===== src/rtl/divider_datapath.sv =====
// Datapath of the 32-bit unsigned restoring divider: one subtract-and-shift per qualifying cycle, result after 1 load + 32 iterations + 1 shift.
// No backpressure; control strobes are consumed one per clock and out-of-sequence shifts raise sticky Seq_err.
module divider_datapath (
    input  logic        clk,
    input  logic        Reset,
    input  logic        Load,
    input  logic [31:0] Dividend,
    input  logic [31:0] Divisor,
    input  logic        W_ctrl,
    input  logic [5:0]  SUBU_ctrl,
    input  logic        SRL_ctrl,
    output logic [31:0] Quotient,
    output logic [31:0] Remainder,
    output logic [5:0]  Iter,
    output logic        Done,
    output logic        DivByZero,
    output logic        Seq_err
);

    localparam logic [5:0] SUBU_FN   = 6'b001010;
    localparam logic [5:0] LAST_ITER = 6'd32;

    logic [64:0] rem_q;
    logic [31:0] div_q;
    logic [31:0] diff_lo;
    logic        borrow;
    logic        iter_fire;
    logic        srl_ok;

    // Compare on the full 33-bit upper field so divisors >= 2^31 work; only the
    // low 32 bits of the difference are kept since the remainder is < divisor.
    always_comb begin
        borrow    = rem_q[64:32] < {1'b0, div_q};
        diff_lo   = rem_q[63:32] - div_q;
        iter_fire = W_ctrl && (SUBU_ctrl == SUBU_FN) && (Iter < LAST_ITER) && !Done;
        srl_ok    = (Iter == LAST_ITER) && !Done;
    end

    always_ff @(posedge clk) begin
        if (Reset) begin
            rem_q     <= '0;
            div_q     <= '0;
            Iter      <= '0;
            Done      <= 1'b0;
            DivByZero <= 1'b0;
            Seq_err   <= 1'b0;
        end else if (Load) begin
            rem_q     <= {32'b0, Dividend, 1'b0};
            div_q     <= Divisor;
            Iter      <= '0;
            Done      <= 1'b0;
            Seq_err   <= 1'b0;
            DivByZero <= (Divisor == 32'b0);
        end else if (SRL_ctrl) begin
            if (srl_ok) begin
                rem_q[64:32] <= {1'b0, rem_q[64:33]};
                Done         <= 1'b1;
            end else begin
                Seq_err <= 1'b1;
            end
        end else if (iter_fire) begin
            if (borrow) begin
                rem_q <= {rem_q[63:0], 1'b0};
            end else begin
                rem_q <= {diff_lo, rem_q[31:0], 1'b1};
            end
            Iter <= Iter + 6'd1;
        end
    end

    assign Quotient  = rem_q[31:0];
    assign Remainder = rem_q[63:32];

endmodule


===== config.mk =====
export PLATFORM = sky130hd
export DESIGN_NAME = divider_datapath
export DESIGN_NICKNAME = d
export VERILOG_FILES = /design/src/rtl/divider_datapath.sv
export SDC_FILE = /design/constraint.sdc
export NUM_CORES = 1
export LEC_CHECK = 0
export CORE_MARGIN = 3
export CORE_UTILIZATION = 44
export DETAILED_ROUTE_END_ITERATION = 12
export PLACE_DENSITY_LB_ADDON = 0.15
export SETUP_SLACK_MARGIN = 0.3
export SYNTH_ARGS = -nofsm -noshare
export SYNTH_HDL_FRONTEND = slang
export SYNTH_SLANG_ARGS = --single-unit

===== constraint.sdc =====
create_clock -name clk -period 5.89 [get_ports clk]
set_input_delay 1.178 -clock clk [delete_from_list [all_inputs] [get_ports clk]]
set_output_delay 1.178 -clock clk [all_outputs]
set_load 0.05 [all_outputs]

# Yosys cells after proc, flatten, opt, wreduce, memory -nomap -nowiden
# Cells that the tools add are included.
# totals
regBits,106
out_inout_bits,73
elab_cells,42
inputBits,75
# op_classes
eq_ne,5
n_addsub,2
bitwise,2
reduce_logical,16
n_lt_le_gt_ge,2
mux,6
# op_table
operator,n
$mux W65,2
$mux W33,3
$lt A33 B32 Y1,1
$logic_not A32 Y1,1
$mux W32,1
$sub A32 B32 Y32,1
$reduce_and A2 Y1,6
$add A6 B1 Y6 const B,1
$eq A6 B4 Y1 const B,1
$eq A6 B6 Y1 const B,1
$lt A6 B6 Y1 const B,1
$logic_and A1 B1 Y1,4
$reduce_bool A2 Y1,2
$ne A3 B2 Y1 const B,1
$reduce_bool A3 Y1,1
$ne A2 B1 Y1 const B,1
$ne A2 B2 Y1 const B,1
$not A1 Y1,2
$reduce_or A2 Y1,1
$logic_not A1 Y1,1

# Longest topological paths before layout
# Gate-level depths: netlist of the first run.
# depth
depth_word,7
depth_mapped,13
depth_no_buf,13

# Worst setup path before layout of the first run
# No wires, ideal clock.
# synth_timing
kind,input port to flip-flop
from,input port SRL_ctrl
to,register rem_q[61]
setup_ns,0.120
path_slack_ns,2.927
stages,9
path_buffers,2
t_arrival_ns,2.844
required_time_ns,5.770
cell_sequence,clkbuf_1 -> nor4_1 -> nand4b_1 -> clkbuf_1 -> nor3_1 -> a21oi_1 -> o41ai_4 -> and3_1 -> a211o_1
# synth_between
elab_chain_len,2
elab_cells_between_ends,4
classes_between,1 x eq/ne; 1 x mux; 2 x reduce/logical
# synth_lines
item,line,source
start: declaration,11,"input logic SRL_ctrl,"
$ne A2 B1 Y1 (no source line) or $reduce_bool A2 Y1 (tied branches),-,
$reduce_and A2 Y1 (no source line),-,
end signal: assignment,48,"rem_q <= {32'b0, Dividend, 1'b0};"
end signal: assignment,56,"rem_q[64:32] <= {1'b0, rem_q[64:33]};"
end signal: assignment,63,"rem_q <= {rem_q[63:0], 1'b0};"
end: declaration,23,logic [64:0] rem_q;
# Several ways; a longest one is shown, not always the timed one.
# A chain may end at the register's enable or synchronous reset.

# Worst setup path in the final report of the first run
# layout_timing
from,input port SRL_ctrl
to,register rem_q[63]
# The elaborated chain is that of the path after synthesis.

==> qor.txt, run 1 <==
Critical Path Source Type -> input port
critical path cell sequence -> clkdlybuf4s50_1 > buf_4 > nor4_1 > nand4b_1 > buf_4 > nand2_1 > o21ai_0 > nor2_1 > nand2_1 > o22ai_1 > a41o_1
vias post-DR -> 6035
largest net degree at the start of global routing -> 77
hold buffers post-CTS -> 0
slowest stage cell, crit path -> nand2_1
wire per inst -> 15.7 um
Worst EP required -> 6.13 ns
global-route wire length before repair -> 27.9 mm
Seq cells post-synth -> 106
final hold slack -> 0.452 ns
IO Port Bufs -> 147
CP Capture Type -> register
Top FF cell, synth -> dfxtp_1
RSZ-0062 raised after global routing -> false
FF+latch area -> 0.00212 mm2
Post-Route WL -> 17.4 mm
Initial Utilization -> 0.456
placed cell count -> 1094
area delta synth->final -> 20.7%
Post-DRT Antenna Nets -> 0
Fin. Hold Viols -> 0
CP max FO -> 40
syn_nets -> 976
Layout Skew -> 0.00594 ns
CTS resizes -> 0
crit share post-route -> 0.675
Crit Path Category -> in -> reg
CTS tree -> done
area occupied by multi-input gates -> 0.00378 mm2
max_cap viols -> 0
Die H -> 129 um
IO Count -> 148
min Tclk post-route -> 3.97 ns
core region area -> 0.0147 mm2
Buf/Inv on CP -> 3
Syn Area/Cell -> 7.74 um2
routability congestion estimate -> 0.839
final setup fails -> 0
ys async rst share -> 0
layout cell share with drive strength beyond 1 -> 0.0410
root buffer cell -> clkbuf_16
CTS max path bufs -> 2
Post-synth EDFFs -> 0
max-slew violations -> 0
Skew-Pair Late Insertion Delay -> 0.35 ns
setup TNS -> 0 ns
Power Density -> 207 mW/mm2
Cell Rows -> 44
drt first pass iters -> 5
status -> complete, no violations
antenna cell count -> 0
initial antenna violation count -> 0
Max VDD drop -> 0.167 mV
Global Route Usage Sum -> 0.204
DR iter-0 viols -> 563
crit path DAT -> 4.22 ns
Non-Filler Instances -> 1110
Num CTS Buffers -> 9
Crit path max-delay family -> buffers and inverters
P_leak -> 3.27 nW
Clock Sink Count -> 106
CTS H-tree lvls -> 3
DIE WIDTH -> 129 um
Fill cells -> 1434
post-synthesis sequential area ratio -> 0.317
Cells after Synth -> 866
die area -> 0.0168 mm2
worst min path class -> reg -> reg
CP peak stage delay -> 0.70 ns
detailed-placement wirelength estimate -> 12.4 mm
slew margin rel. -> 0.131
Ys Warns -> 0
Post-CTS Setup Bufs -> 0
Netlist Area Pre-Place -> 0.00670 mm2
Worst-path clk slew -> 0.07 ns
vias in the first global route -> 5611
total gr overflow -> 0
number of vias per cell -> 5.44
final net count -> 1031
Fmax -> 0.252 GHz
synth unique cells -> 56
Slew @ Worst Pin -> 1.30 ns
Residual DRC -> 0
## layout by cell type, fill, tap and decap left out, types with 18 or more instances in the layout
master,count
a21oi_1,139
a22oi_1,18
clkdlybuf4s50_1,145
dfxtp_1,106
ha_1,34
inv_1,39
mux2i_1,33
nand2_1,101
nor2_1,90
o21ai_0,37
## synthesized netlist by cell type, types with 2 or more instances
cell / count / area [um2]
ha_1: 34 / 425
nand3_1: 5 / 25.0
a21o_1: 17 / 128
inv_1: 39 / 146
a31oi_1: 5 / 31.3
nand4_1: 8 / 50.1
nand4b_1: 3 / 26.3
a211oi_1: 4 / 30.0
nand2_1: 101 / 379
o21ai_2: 2 / 17.5
a211o_1: 2 / 17.5
nor2b_1: 2 / 12.5
o22ai_1: 2 / 12.5
nor4_1: 9 / 56.3
o211ai_1: 4 / 30.0
nor2_1: 91 / 342
mux2i_1: 33 / 330
buf_2: 5 / 25.0
and2_1: 2 / 12.5
clkbuf_1: 33 / 124
a22oi_1: 18 / 135
a311oi_2: 2 / 30.0
and3_1: 5 / 31.3
o21ai_0: 37 / 185
nor4b_1: 3 / 26.3
nor3_1: 4 / 20.0
buf_1: 10 / 37.5
or2_2: 2 / 12.5
xnor2_1: 16 / 140
buf_4: 64 / 480
xor2_1: 14 / 123
o21bai_1: 4 / 30.0
a21oi_1: 139 / 696
a221oi_1: 13 / 114
dfxtp_1: 106 / 2120
o21a_1: 7 / 52.6
or3_1: 2 / 12.5
## cell type report
type,instances,area share
clock inverter,5,0.00680
timing repair buffer,156,0.189
clock buffer,11,0.0288
tap,184,0.0284
sequential,106,0.262
multi-input combinational,609,0.467
inverter,39,0.0181
## where the power goes
group,switching [mW],leakage [nW],internal (mW)
logic,0.174,2.27,0.138
clock network,0.273,0.136,0.329
registers,0.0166,0.867,0.742
total,0.464,3.27,1.21
## layer usage
metal,share of wire,vias up,GRT usage
met5,0,-,0
met4,0.012,0,0.0465
met3,0.058,22,0.0474
met2,0.46,174,0.321
met1,0.47,2758,0.286
li1,-,3081,-
## worst min-delay path: cells and delay by family (launching register included)
| family | cells | cell delay [ns] |
|---|---|---|
| DFF | 1 | 0.32 |
| and+or+nand+nor | 2 | 0.10 |
## final timing paths
| path | start | end | slack [ns] | cells past startpoint |
|---|---|---|---|---|
| worst max-delay path | SRL_ctrl | rem_q[63]$_SDFFE_PP0P_ | 1.92 | 11 |
| worst min-delay path | DivByZero$_SDFFE_PP0P_ | DivByZero$_SDFFE_PP0P_ | 0.45 | 2 |
| worst max register to register | rem_q[32]$_SDFFE_PP0P_ | rem_q[63]$_SDFFE_PP0P_ | 2.48 | 13 |
| worst min register to register | DivByZero$_SDFFE_PP0P_ | DivByZero$_SDFFE_PP0P_ | 0.45 | 2 |
## cell families (layout without fill, tap and decap cells)
kind of cell	Yosys count	count (layout)	synth area share
AO/OA/AOI/OAI	269	269	0.251
flip-flops	106	106	0.317
XOR/XNOR	30	30	0.0392
multiplexers	33	33	0.0493
buffers and inverters	151	211	0.121
AND/OR/NAND/NOR	242	242	0.156
adder cells (fa/ha/maj)	35	35	0.0664
## state kept, by name, indices dropped and copies added (netlist names)
register / count
Seq_err: 1
DivByZero: 1
Iter: 6
div_q: 32
Done: 1
rem_q: 65
## through the flow
step / setup WS (ns) / power (mW) / cell area [um2] / util
global route: 1.69 / 1.75 / 8090 / 0.551
CTS: 1.94 / 1.69 / 8090 / 0.551
finish: 1.92 / 1.67 / 8090 / 0.551
global placement: 1.63 / 1.09 / 7810 / 0.531
detailed placement: 1.59 / 1.09 / 7810 / 0.531
floorplan: 2.93 / 0.990 / 6700 / -
Note: power is estimated with default switching activity, not from simulation.
==> run 2: changes to the inputs <==
clock period = 3.8 ns   (was 5.89 ns; I/O delays follow)
==> run 2 against run 1 <==
Effect of this change: register-to-register slack got worse by 1.9 ns; final cell count rose by 0.36%; via count rose by 1.6%; die area unchanged; flip-flop and latch count stayed put; core utilization rose by 0.49 points; clock-buffer cell count down 1; hold slack lost 0.0075 ns; clock power rose by 71%; non-clock buffer count grew 5; critical endpoint unchanged; highest routed layer unchanged.
==> qor.txt, run 2 (synthesis gave the netlist of run 1 again) <==
Fmax -> 0.308 GHz
Post-Route M1 WL -> 8.55 mm (was 8.19 mm)
Met2 Wirelength -> 8.34 mm (was 7.96 mm)
Critical Path Source Type -> register (was input port)
RSZ-0062 raised after global routing -> false (unchanged)
number of vias per cell -> 5.50 (was 5.44)
Top reg by flops -> rem_q (unchanged)
Residual DRC -> 0 (unchanged)
max reg flops -> 65 (unchanged)
Worst-path clk slew -> 0.07 ns (about the same)
Skew-Pair Late Insertion Delay -> 0.36 ns (was 0.35 ns)
CP Capture Type -> register (unchanged)
Cell Rows -> 44 (unchanged)
hold depth -> 2 (unchanged)
Die H -> 129 um (unchanged)
CTS tree -> done (unchanged)
DIE WIDTH -> 129 um (unchanged)
max_cap viols -> 0 (unchanged)
status -> complete, no violations (unchanged)
largest net degree at the start of global routing -> 63 (was 77)
Fill cells -> 1446 (was 1434)
Num CTS Buffers -> 9 (unchanged)
vias in the first global route -> 5861 (was 5611)
drt first pass iters -> 5 (unchanged)
die area -> 0.0168 mm2 (unchanged)
IO Count -> 148 (unchanged)
total gr overflow -> 0 (unchanged)
slew margin rel. -> 0.467 (was 0.131)
Initial Utilization -> 0.456 (unchanged)
Clock Sink Count -> 106 (unchanged)
setup TNS -> 0 ns (unchanged)
Post-Route WL -> 18.0 mm (was 17.4 mm)
Max Used Layer -> met4 (unchanged)
CP max FO -> 4 (was 40)
core region area -> 0.0147 mm2 (unchanged)
total chip power -> 2.69 mW (was 1.67 mW)
detailed-placement wirelength estimate -> 12.8 mm (was 12.4 mm)
vias post-DR -> 6132 (was 6035)
crit path DAT -> 3.51 ns (was 4.22 ns)
max-slew violations -> 0 (unchanged)
top flop regs -> rem_q (65), div_q (32), Iter (6) (unchanged)
final net count -> 1036 (was 1031)
min setup slack post-route -> 0.551 ns (was 1.92 ns)
Worst EP required -> 4.06 ns (was 6.13 ns)
Global Route Usage Sum -> 0.217 (was 0.204)
CTS max path bufs -> 2 (unchanged)
placed instance area -> 0.00784 mm2 (was 0.00781 mm2)
IO Port Bufs -> 147 (unchanged)
layout cell share with drive strength beyond 1 -> 0.0484 (was 0.0410)
Power Density -> 329 mW/mm2 (was 207 mW/mm2)
wire per inst -> 16.1 um (was 15.7 um)
cell area after layout -> 0.00817 mm2 (was 0.00809 mm2)
area delta synth->final -> 21.8% (was 20.7%)
initial antenna violation count -> 0 (unchanged)
Slew @ Worst Pin -> 0.799 ns (was 1.30 ns)
root buffer cell -> clkbuf_16 (unchanged)
Register-to-Register Path Depth -> 13 (unchanged)
P_leak -> 3.32 nW (was 3.27 nW)
min Tclk post-route -> 3.25 ns
Layout Skew -> 0.0103 ns (was 0.00594 ns)
Max VDD drop -> 0.263 mV (was 0.167 mV)
worst min path class -> reg -> reg (unchanged)
Crit Path Category -> reg -> reg (was in -> reg)
global-route wire length before repair -> 29.6 mm (was 27.9 mm)
final hold slack -> 0.444 ns (was 0.452 ns)
most frequent cells in the layout -> clkdlybuf4s50_1, a21oi_1, dfxtp_1 (unchanged)
Post-DRT Antenna Nets -> 0 (unchanged)
most common cell after layout, fill and taps aside -> clkdlybuf4s50_1 (unchanged)
DR iter-0 viols -> 443 (was 563)
routability congestion estimate -> 0.875 (was 0.839)
met3 routed WL -> 883 um (was 1.02 mm)
Fin. Hold Viols -> 0 (unchanged)
final setup fails -> 0 (unchanged)
crit share post-route -> 0.855
antenna cell count -> 0 (unchanged)
CTS H-tree lvls -> 3 (unchanged)
pre-CTS WS -> 0.457 ns (was 1.59 ns)
run 2: final cells by class:
class | instances | area (um2) | share of cell area
Clock inverter | 5 | 78.8 | 0.00965
Tap cell | 184 | 230 | 0.0282
Timing Repair Buffer | 161 | 1570 | 0.192
Inverter | 39 | 146 | 0.0179
Clock buffer | 10 | 239 | 0.0293
Sequential cell | 106 | 2120 | 0.260
Multi-Input combinational cell | 609 | 3780 | 0.463
run 2: worst max-delay path: stages, from the launching register on:
cell and delay, ns:
dfxtp_1 0.33, inv_1 0.07, ha_1 0.18, inv_1 0.06, fa_1 0.43, a211oi_2 0.30, o211ai_1 0.16, a221oi_4 0.33
o21ai_2 0.18, a211oi_4 0.30, o21ai_2 0.14, a311oi_2 0.32, o22ai_1 0.13, a41o_1 0.21
run 2: path summary, 6_finish.rpt:
| path | from | slack (ns) | to |
|---|---|---|---|
| min | DivByZero$_SDFFE_PP0P_ | 0.44 | DivByZero$_SDFFE_PP0P_ |
| max | rem_q[32]$_SDFFE_PP0P_ | 0.55 | rem_q[63]$_SDFFE_PP0P_ |
| min reg2reg | DivByZero$_SDFFE_PP0P_ | 0.44 | DivByZero$_SDFFE_PP0P_ |
| max reg2reg | rem_q[32]$_SDFFE_PP0P_ | 0.55 | rem_q[63]$_SDFFE_PP0P_ |
run 2: what timing repair did:
action	CTS	global route
gates resized for setup	0	1
setup endpoints to repair	0	2
hold buffers	0	0
buffers inserted	0	1
run 2: stage by stage:
stage                     cells   util
after detailed placement   1098  0.533
after global placement     1098  0.533
after global routing       1114  0.556
final                      1114  0.556
after floorplan             866      -
after CTS                  1113  0.555
run 2: per-layer routing:
layer,vias up,track usage
met5,-,0
met4,0,0.0623
met3,15,0.0433
met2,149,0.347
met1,2883,0.299
li1,3085,-
run 2: power by group:
| group | internal, mW | leakage [nW] | switching, mW | total, mW |
|---|---|---|---|---|
| registers | 1.15 | 0.867 | 0.0263 | 1.18 |
| clock network | 0.591 | 0.158 | 0.436 | 1.03 |
| logic | 0.215 | 2.30 | 0.272 | 0.487 |
==> run 3: changes to the inputs <==
CORE_ASPECT_RATIO = 1.1   (was unset)
CORE_MARGIN = unset   (was 3)
==> run 3 against run 2 <==
Effect of this change: flip-flop and latch count unchanged; total power fell by 1.3%; critical path type unchanged; core utilization grew 0.10 points; first-iteration DRC count shrank 4.7%; global-route usage rose by 1.1 points; maximum frequency grew 0.26%; combinational power barely moved; wire length shrank 0.14%; largest cell class unchanged; clock power is 4% lower.
==> qor.txt, run 3 (synthesis gave the netlist of run 1 again) <==
DR iter-0 viols -> 422 (was 443)
P_int -> 1.93 mW (was 1.96 mW)
Slew @ Worst Pin -> 0.922 ns (was 0.799 ns)
pre-CTS WS -> 0.603 ns (was 0.457 ns)
CTS resizes -> 0 (unchanged)
number of vias per cell -> 5.46 (was 5.50)
Register-to-Register Path Depth -> 13 (unchanged)
max-slew violations -> 0 (unchanged)
status -> complete, no violations (unchanged)
most common cell after layout, fill and taps aside -> clkdlybuf4s50_1 (unchanged)
Worst EP required -> 4.05 ns (was 4.06 ns)
Num CTS Buffers -> 9 (unchanged)
final setup fails -> 0 (unchanged)
worst r2r src -> rem_q[32]$_SDFFE_PP0P_ (unchanged)
routability congestion estimate -> 0.898 (was 0.875)
min setup slack post-route -> 0.560 ns (was 0.551 ns)
grt met2 use -> 0.383 (was 0.347)
Worst-path clk slew -> 0.07 ns (about the same)
CP max FO -> 4 (unchanged)
met1 Use GR -> 0.306 (was 0.299)
Hold Crit Start -> DivByZero$_SDFFE_PP0P_ (unchanged)
Critical Path Source Type -> register (unchanged)
vias post-DR -> 6129 (was 6132)
Clock power frac -> 0.374 (was 0.382)
vias in the first global route -> 5856 (was 5861)
FF+latch area -> 0.00212 mm2 (unchanged)
min Tclk post-route -> 3.24 ns (was 3.25 ns)
hold buffers post-CTS -> 0 (unchanged)
Crit Path Category -> reg -> reg (unchanged)
Global Route Usage Sum -> 0.229 (was 0.217)
setup TNS -> 0 ns (unchanged)
DIE WIDTH -> 120 um (was 129 um)
worst flop-to-flop path endpoint -> rem_q[63]$_SDFFE_PP0P_ (unchanged)
Residual DRC -> 0 (unchanged)
CTS max path bufs -> 2 (unchanged)
Power Density -> 325 mW/mm2 (was 329 mW/mm2)
CTS H-tree lvls -> 3 (unchanged)
max_cap viols -> 0 (unchanged)
Hold EP -> DivByZero$_SDFFE_PP0P_ (unchanged)
Initial Utilization -> 0.457 (was 0.456)
RSZ-0062 raised after global routing -> false (unchanged)
top flop regs -> rem_q (65), div_q (32), Iter (6) (unchanged)
most frequent cells in the layout -> clkdlybuf4s50_1, a21oi_1, dfxtp_1 (unchanged)
total gr overflow -> 0 (unchanged)
detailed-placement wirelength estimate -> 12.8 mm (about the same)
core region area -> 0.0147 mm2 (about the same)
IO Port Bufs -> 147 (unchanged)
area delta synth->final -> 21.9% (was 21.8%)
root buffer cell -> clkbuf_16 (unchanged)
GRT Max-Usage Layer -> met2 (unchanged)
Cell Rows -> 46 (was 44)
crit path DAT -> 3.49 ns (was 3.51 ns)
largest net degree at the start of global routing -> 71 (was 63)
slew margin rel. -> 0.385 (was 0.467)
initial antenna violation count -> 0 (unchanged)
global-route wire length before repair -> 29.2 mm (was 29.6 mm)
Post-CTS Setup Bufs -> 0 (unchanged)
Top reg by flops -> rem_q (unchanged)
final net count -> 1036 (unchanged)
CP Capture Type -> register (unchanged)
CTS tree -> done (unchanged)
Post-Route WL -> 18.0 mm (about the same)
Die H -> 131 um (was 129 um)
die area -> 0.0157 mm2 (was 0.0168 mm2)
P_leak -> 3.32 nW (about the same)
Layout Skew -> 0.00764 ns (was 0.0103 ns)
area occupied by multi-input gates -> 0.00378 mm2 (about the same)
met3 global-route usage -> 0.0265 (was 0.0433)
r2r setup slk -> 0.56 ns (was 0.55 ns)
Skew-Pair Late Insertion Delay -> 0.36 ns (about the same)
Fmax -> 0.309 GHz (was 0.308 GHz)
Max VDD drop -> 0.180 mV (was 0.263 mV)
wire per inst -> 16.0 um (was 16.1 um)
IO Count -> 148 (unchanged)
Logic pwr share -> 0.183 (was 0.181)
Flop pwr share -> 0.443 (was 0.437)
switch share -> 0.273 (about the same)
Fin. Hold Viols -> 0 (unchanged)
layout cell share with drive strength beyond 1 -> 0.0483 (was 0.0484)
crit share post-route -> 0.853 (was 0.855)
worst min path class -> reg -> reg (unchanged)
hold depth -> 2 (unchanged)
switching power -> 0.726 mW (was 0.734 mW)
Post-DRT Antenna Nets -> 0 (unchanged)
antenna cell count -> 0 (unchanged)
drt first pass iters -> 5 (unchanged)
Fill cells -> 1426 (was 1446)
max reg flops -> 65 (unchanged)
Clock Sink Count -> 106 (unchanged)
## run 3: cell types whose count changed in the layout (fill, tap and decap cells not counted)
cell and change:
clkbuf_8 +2, a211oi_1 +1, bufinv_16 -1, a211oi_2 -1
## run 3: layout make-up
type / count / share of cell area
well taps: 192 / 0.0294
repair buffers: 161 / 0.192
flip-flops and latches: 106 / 0.260
clock buffers: 12 / 0.0326
inverters: 39 / 0.0179
clock inverters: 4 / 0.00597
multi-input cells: 609 / 0.462
## run 3: metal layers
metal / up-vias / wire length, um
met5: - / 0
met4: 0 / 200
met3: 15 / 864
met2: 196 / 8610
met1: 2831 / 8290
li1: 3087 / -
## run 3: metrics by stage
stage | hold WS (ns) | instances | util | area (um2) | power, mW
after floorplan | 0.460 | 866 | - | 6700 | 1.53
after global routing | 0.491 | 1123 | 0.557 | 8170 | 2.77
after detailed placement | 0.434 | 1107 | 0.535 | 7850 | 1.69
final | 0.449 | 1123 | 0.557 | 8170 | 2.65
after global placement | 0.439 | 1107 | 0.535 | 7850 | 1.68
after CTS | 0.451 | 1123 | 0.557 | 8170 | 2.67
## run 3: worst max path at each step
| stage | cells after the start | startpoint | slack, ns | to |
|---|---|---|---|---|
| detailed placement | 13 | rem_q[32]$_SDFFE_PP0P_ | 0.60 | rem_q[63]$_SDFFE_PP0P_ |
| floorplan | 13 | rem_q[32]$_SDFFE_PP0P_ | 0.88 | rem_q[63]$_SDFFE_PP0P_ |
| global placement | 13 | rem_q[32]$_SDFFE_PP0P_ | 0.64 | rem_q[63]$_SDFFE_PP0P_ |
| CTS | 13 | rem_q[32]$_SDFFE_PP0P_ | 0.57 | rem_q[63]$_SDFFE_PP0P_ |
| finish | 13 | rem_q[32]$_SDFFE_PP0P_ | 0.56 | rem_q[63]$_SDFFE_PP0P_ |
| global route | 13 | rem_q[32]$_SDFFE_PP0P_ | 0.37 | rem_q[63]$_SDFFE_PP0P_ |
## run 3: power groups by stage
stage	Combinational (mW)	Sequential (mW)	Clock [mW]
after floorplan	0.339	1.20	0
after global placement	0.483	1.20	0
after detailed placement	0.485	1.20	0
after CTS	0.488	1.18	1.01
after global routing	0.530	1.18	1.06
final	0.487	1.18	0.993
## run 3: worst max-delay path: stages, from the launching register on
cell      delay, ns
dfxtp_1        0.33
inv_1          0.07
ha_1           0.17
inv_1          0.05
fa_1           0.42
a211oi_1       0.36
o211ai_1       0.18
a221oi_4       0.31
o21ai_2        0.17
a211oi_4       0.30
o21ai_2        0.13
a311oi_2       0.31
o22ai_1        0.12
a41o_1         0.21
